===== src/rtl/setup_pkg.sv =====
// Shared constants and state encoding for the ORAM input-loading front end.
// The helper clamps the host-supplied input count to the buffer capacity.
package setup_pkg;

  localparam int DataWidth        = 128;
  localparam int SetupStatesWidth = 2;
  localparam int MaxInputLength   = 16;
  localparam int IdxWidth         = $clog2(MaxInputLength);
  localparam int LenWidth         = IdxWidth + 1;

  typedef enum logic [SetupStatesWidth-1:0] {
    ST_HEADER           = 2'd0,
    ST_INPUT_ENCRYPTION = 2'd1,
    ST_EXECUTE          = 2'd2
  } setup_state_e;

  function automatic logic [LenWidth-1:0] clamp_len(input logic [7:0] raw);
    if (raw > 8'(MaxInputLength)) begin
      return LenWidth'(MaxInputLength);
    end
    return raw[LenWidth-1:0];
  endfunction

endpackage


===== src/rtl/setup.sv =====
// Host handshake FSM that fetches the input count and input words, masks
// words 1..L-1 with word 0 as key, and parks in execute once loading is done.
//
// state               | meaning
// --------------------+---------------------------------------------------
// ST_HEADER           | requesting input count L (DataOut = 0)
// ST_INPUT_ENCRYPTION | requesting word idx, storing it (masked if idx > 0)
// ST_EXECUTE          | loading done, downstream may run; terminal
module setup
  import setup_pkg::*;
(
  input  logic                        Clock,
  input  logic                        Reset,
  input  logic [DataWidth-1:0]        DataIn,
  input  logic                        DataInValid,
  output logic [DataWidth-1:0]        DataOut,
  output logic                        DataOutValid,
  output logic [SetupStatesWidth-1:0] Cmd
);

  setup_state_e         state_q, state_d;
  logic [LenWidth-1:0]  len_q, len_d;
  logic [IdxWidth-1:0]  idx_q, idx_d;
  logic [DataWidth-1:0] key_q, key_d;
  logic [DataWidth-1:0] data_out_q, data_out_d;
  logic                 data_out_valid_q, data_out_valid_d;

  logic [DataWidth-1:0] mem_q [MaxInputLength];
  logic                 mem_we;
  logic [DataWidth-1:0] mem_wdata;
  logic                 accept;

  // A word is only taken while a request is actually visible to the host.
  assign accept = DataInValid & data_out_valid_q;

  always_comb begin
    state_d   = state_q;
    len_d     = len_q;
    idx_d     = idx_q;
    key_d     = key_q;
    mem_we    = 1'b0;
    mem_wdata = DataIn;

    case (state_q)
      ST_HEADER: begin
        if (accept) begin
          len_d   = clamp_len(DataIn[7:0]);
          idx_d   = '0;
          state_d = (len_d == '0) ? ST_EXECUTE : ST_INPUT_ENCRYPTION;
        end
      end
      ST_INPUT_ENCRYPTION: begin
        if (accept) begin
          mem_we = 1'b1;
          if (idx_q == '0) begin
            key_d     = DataIn;
            mem_wdata = DataIn;
          end else begin
            mem_wdata = DataIn ^ key_q;
          end
          if ({1'b0, idx_q} == len_q - LenWidth'(1)) begin
            state_d = ST_EXECUTE;
          end else begin
            idx_d = idx_q + IdxWidth'(1);
          end
        end
      end
      ST_EXECUTE: begin
      end
      default: begin
        state_d = ST_HEADER;
        idx_d   = '0;
      end
    endcase

    // Outputs are registered from the next state so they track it with no lag.
    data_out_valid_d = (state_d != ST_EXECUTE);
    data_out_d       = (state_d == ST_INPUT_ENCRYPTION) ? DataWidth'(idx_d) : '0;
  end

  always_ff @(posedge Clock) begin
    if (!Reset) begin
      state_q          <= ST_HEADER;
      len_q            <= '0;
      idx_q            <= '0;
      key_q            <= '0;
      data_out_q       <= '0;
      data_out_valid_q <= 1'b0;
    end else begin
      state_q          <= state_d;
      len_q            <= len_d;
      idx_q            <= idx_d;
      key_q            <= key_d;
      data_out_q       <= data_out_d;
      data_out_valid_q <= data_out_valid_d;
    end
  end

  // Buffer contents survive reset; only writes are blocked while it is held.
  always_ff @(posedge Clock) begin
    if (Reset && mem_we) begin
      mem_q[idx_q] <= mem_wdata;
    end
  end

  assign DataOut      = data_out_q;
  assign DataOutValid = data_out_valid_q;
  assign Cmd          = state_q;

endmodule


===== config.mk =====
export PLATFORM = sky130hd
export DESIGN_NAME = setup
export DESIGN_NICKNAME = d
export VERILOG_FILES = /design/src/rtl/setup_pkg.sv /design/src/rtl/setup.sv
export SDC_FILE = /design/constraint.sdc
export NUM_CORES = 1
export LEC_CHECK = 0
export CORE_AREA = 3 3 102 104
export DETAILED_ROUTE_END_ITERATION = 16
export DIE_AREA = 0 0 105 107
export PLACE_DENSITY = 0.76
export SLEW_MARGIN = 20
export SYNTH_ARGS = -nofsm -noshare
export SYNTH_HDL_FRONTEND = slang
export SYNTH_SLANG_ARGS = --single-unit

===== constraint.sdc =====
create_clock -name Clock -period 1.95 [get_ports Clock]
set_input_delay 0.585 -clock Clock [delete_from_list [all_inputs] [get_ports Clock]]
set_output_delay 0.585 -clock Clock [all_outputs]
set_load 0.01 [all_outputs]

==> metrics.txt <==
outcome=completed; CTS Buf Count=3; switching share of power=0.342; Int Power=515 uW; slowest stage delay, CP=320 ps; FF+latch area=320 um2; sequential share of the synthesized area=0.179; Final Setup Violations=0; Initial Util=0.186; Req. time, crit path=2090 ps; n_diodes=0; synth warn=0; Synth async-reset ratio=0; Worst R2R Setup Slack=60 ps; VDD IR max=0.124 mV; io pins=262; Layout Nets=394; hold bufs inserted after CTS=0; worst hold start=len_q[4]$_SDFFE_PN0P_; grt ovf=0; Comb pwr share=0.246; vias=1213; first-pass GRT wire length=4150 um; R2R Path End=idx_q[0]$_SDFF_PN0_; Min-Delay Endpoint=len_q[4]$_SDFFE_PN0P_; CP Cell Sequence=inv_1 > ha_4 > o21ba_1 > a221oi_2 > o2111ai_2 > and3_2 > o31a_1; clock slew at reported path FFs=60 ps; clk_lat worst skew=250 ps; Sw Pwr=268 uW; Core Box Area=9640 um2; Cell Area, Synth=1790 um2; syn_area_per_cell=7.90 um2; multi-input logic area=995 um2; total track usage=0.0463; Synth cell types=39; final worst clock skew=1.22 ps; startpoint types=flop; PortBufs=17; initial antenna violation count=0; Routed WL=3000 um; setup_tns=0 ps; Clock power frac=0.323; Post-synth EDFFs=0; worst hold-check path type=flop to flop; die area=11200 um2; Period minus WS final=1890 ps; DR pass1 iterations=4; synthesis-stage register bit count=16; CP max stage cell=dfxtp_1; crit path DAT=2040 ps; # rows=36; chip height=107 um; CTS H-tree depth=1; pin count of the biggest net entering global routing=13; hpwl dp=2390 um; top fanout value on the critical path=5; placed cells=386; Cells after Synth=227; Critical Path End Type=flop; Die Wd=105 um; dominant synthesized flop cell=dfxtp_1; reg2reg start=len_q[0]$_SDFFE_PN0P_; sequential share of power=0.431; Residual DRC=0; Max-Cap Viols=0; crit share post-route=0.971; P&R area growth vs syn=3.07%; fin cells=392; CTS max path bufs=2; Final Hold Viols=0; share of post-route cells with drive strength above 1=0.124; Root Driver=clkbuf_8; max-slew violation count=0; fill count=1042; Pwr Density=424 nW/um2; Hold Path Depth=2; Post-DRT Antenna Nets=0; global placer's final weighted congestion=0.799; post-DR vias/cell=3.09; Worst Reg-to-Reg Cells=7; final core occ=0.192; clk sinks=16; Pleak=0.917 nW; post-DR wirelength/cell=7.66 um; vias in the first global route=939; Peak Freq=528 MHz; Initial DRC Count=52; Setup CP Type=flop to flop; TritonCTS clock tree=done
==> sequential cells by signal, indices dropped and copies added, names as in the netlist <==
register,count
Cmd,2
len_q,5
DataOut,4
DataOutValid,1
idx_q,4
==> per-layer routing <==
metal | vias up | wire length, um | GRT usage
met3 | 9 | 459 | 0.00722
met5 | - | 0 | 0
met4 | 0 | 127 | 0.0394
met2 | 110 | 1480 | 0.0816
met1 | 535 | 938 | 0.0482
li1 | 559 | - | -
==> synthesized netlist by cell type (all sizes together), types with 2 or more instances <==
library cell,n,share of area
buf,126,0.53
dfxtp,16,0.18
nor2,12,0.025
nand2,9,0.019
a21oi,7,0.020
a22oi,4,0.017
nand3,4,0.011
clkbuf,3,0.0063
inv,3,0.0063
nor2b,3,0.010
nor3,3,0.0084
o21a,3,0.013
xor2,3,0.015
a211oi,2,0.0084
and2,2,0.0070
and3,2,0.0077
ha,2,0.014
nand3b,2,0.0084
nand4,2,0.0070
or4,2,0.0084
xnor2,2,0.0098
==> worst max path at each step <==
stage | start | endpoint | slack, ps | cells after the start
floorplan | len_q[0]$_SDFFE_PN0P_ | idx_q[0]$_SDFF_PN0_ | 130 | 7
global placement | DataIn[7] | DataOut[1]$_SDFF_PN0_ | -410 | 7
detailed placement | DataIn[7] | DataOut[1]$_SDFF_PN0_ | -420 | 7
CTS | DataIn[4] | DataOut[1]$_SDFF_PN0_ | 10 | 7
global route | len_q[1]$_SDFFE_PN0P_ | idx_q[3]$_SDFF_PN0_ | -30 | 8
finish | len_q[0]$_SDFFE_PN0P_ | idx_q[0]$_SDFF_PN0_ | 60 | 7
==> metrics by stage <==
| step | power [mW] | worst slack (ps) | cell area, um2 | hold slack (ps) |
|---|---|---|---|---|
| CTS | 0.782 | 14.0 | 1810 | 540 |
| detailed placement | 0.531 | -415 | 1740 | 531 |
| floorplan | 0.663 | 129 | 2250 | 502 |
| global route | 0.819 | -25.7 | 1850 | 565 |
| finish | 0.783 | 56.1 | 1850 | 541 |
| global placement | 0.530 | -411 | 1740 | 525 |
==> cell usage in the layout (no fill, tap or decap), types with 2 or more instances in the layout <==
cell and n:
clkdlybuf4s50_1 9, xor2_1 3, a21oi_2 2, nor2b_1 3
buf_4 17, a21oi_1 5, dlymetal6s2s_1 3, conb_1 124
clkbuf_8 3, nand3b_1 2, nand2_1 9, a22oi_1 4
xnor2_1 2, nand4_1 2, nand3_1 4, inv_1 3
dfxtp_1 16, nor2_1 11, nor3_1 3, o21a_1 3
dlygate4sd2_1 5, or4_4 2
==> timing repair <==
action	CTS	global route
setup buffers	1	2
resized for setup	11	7
pin swaps	5	6
endpoints found under the setup margin	6	10
==> power by group through the flow <==
| stage | clock, mW | combinational (mW) | sequential (mW) |
|---|---|---|---|
| final | 0.253 | 0.192 | 0.337 |
| after global routing | 0.269 | 0.213 | 0.338 |
| after CTS | 0.259 | 0.186 | 0.337 |
| after detailed placement | 0 | 0.187 | 0.344 |
| after global placement | 0 | 0.186 | 0.344 |
| after floorplan | 0 | 0.318 | 0.345 |
==> layout make-up <==
type	instances	area share
clock buffer	3	0.0223
tap	133	0.0900
inverter	4	0.00812
sequential	16	0.173
multi-input combinational	201	0.538
timing repair buffer	35	0.168
==> cell families after synthesis <==
logic type	Yosys count	share of synthesized area
DFF	16	0.179
xor gates and xnor gates	5	0.0244
adders and majority gates	2	0.0140
buffers and inverters	133	0.546
AOI/OAI and AO/OA	26	0.109
other	1	0.00209
and+or+nand+nor	44	0.126
==> worst max-delay path: cells and delay by family (launching register included) <==
| family | cells | cell delay, ps |
|---|---|---|
| DFF | 1 | 320 |
| AOI/OAI and AO/OA | 4 | 970 |
| and+or+nand+nor | 1 | 240 |
| adders and majority gates | 1 | 180 |
| buffers and inverters | 1 | 70 |
(Power assumes the default switching activity.)
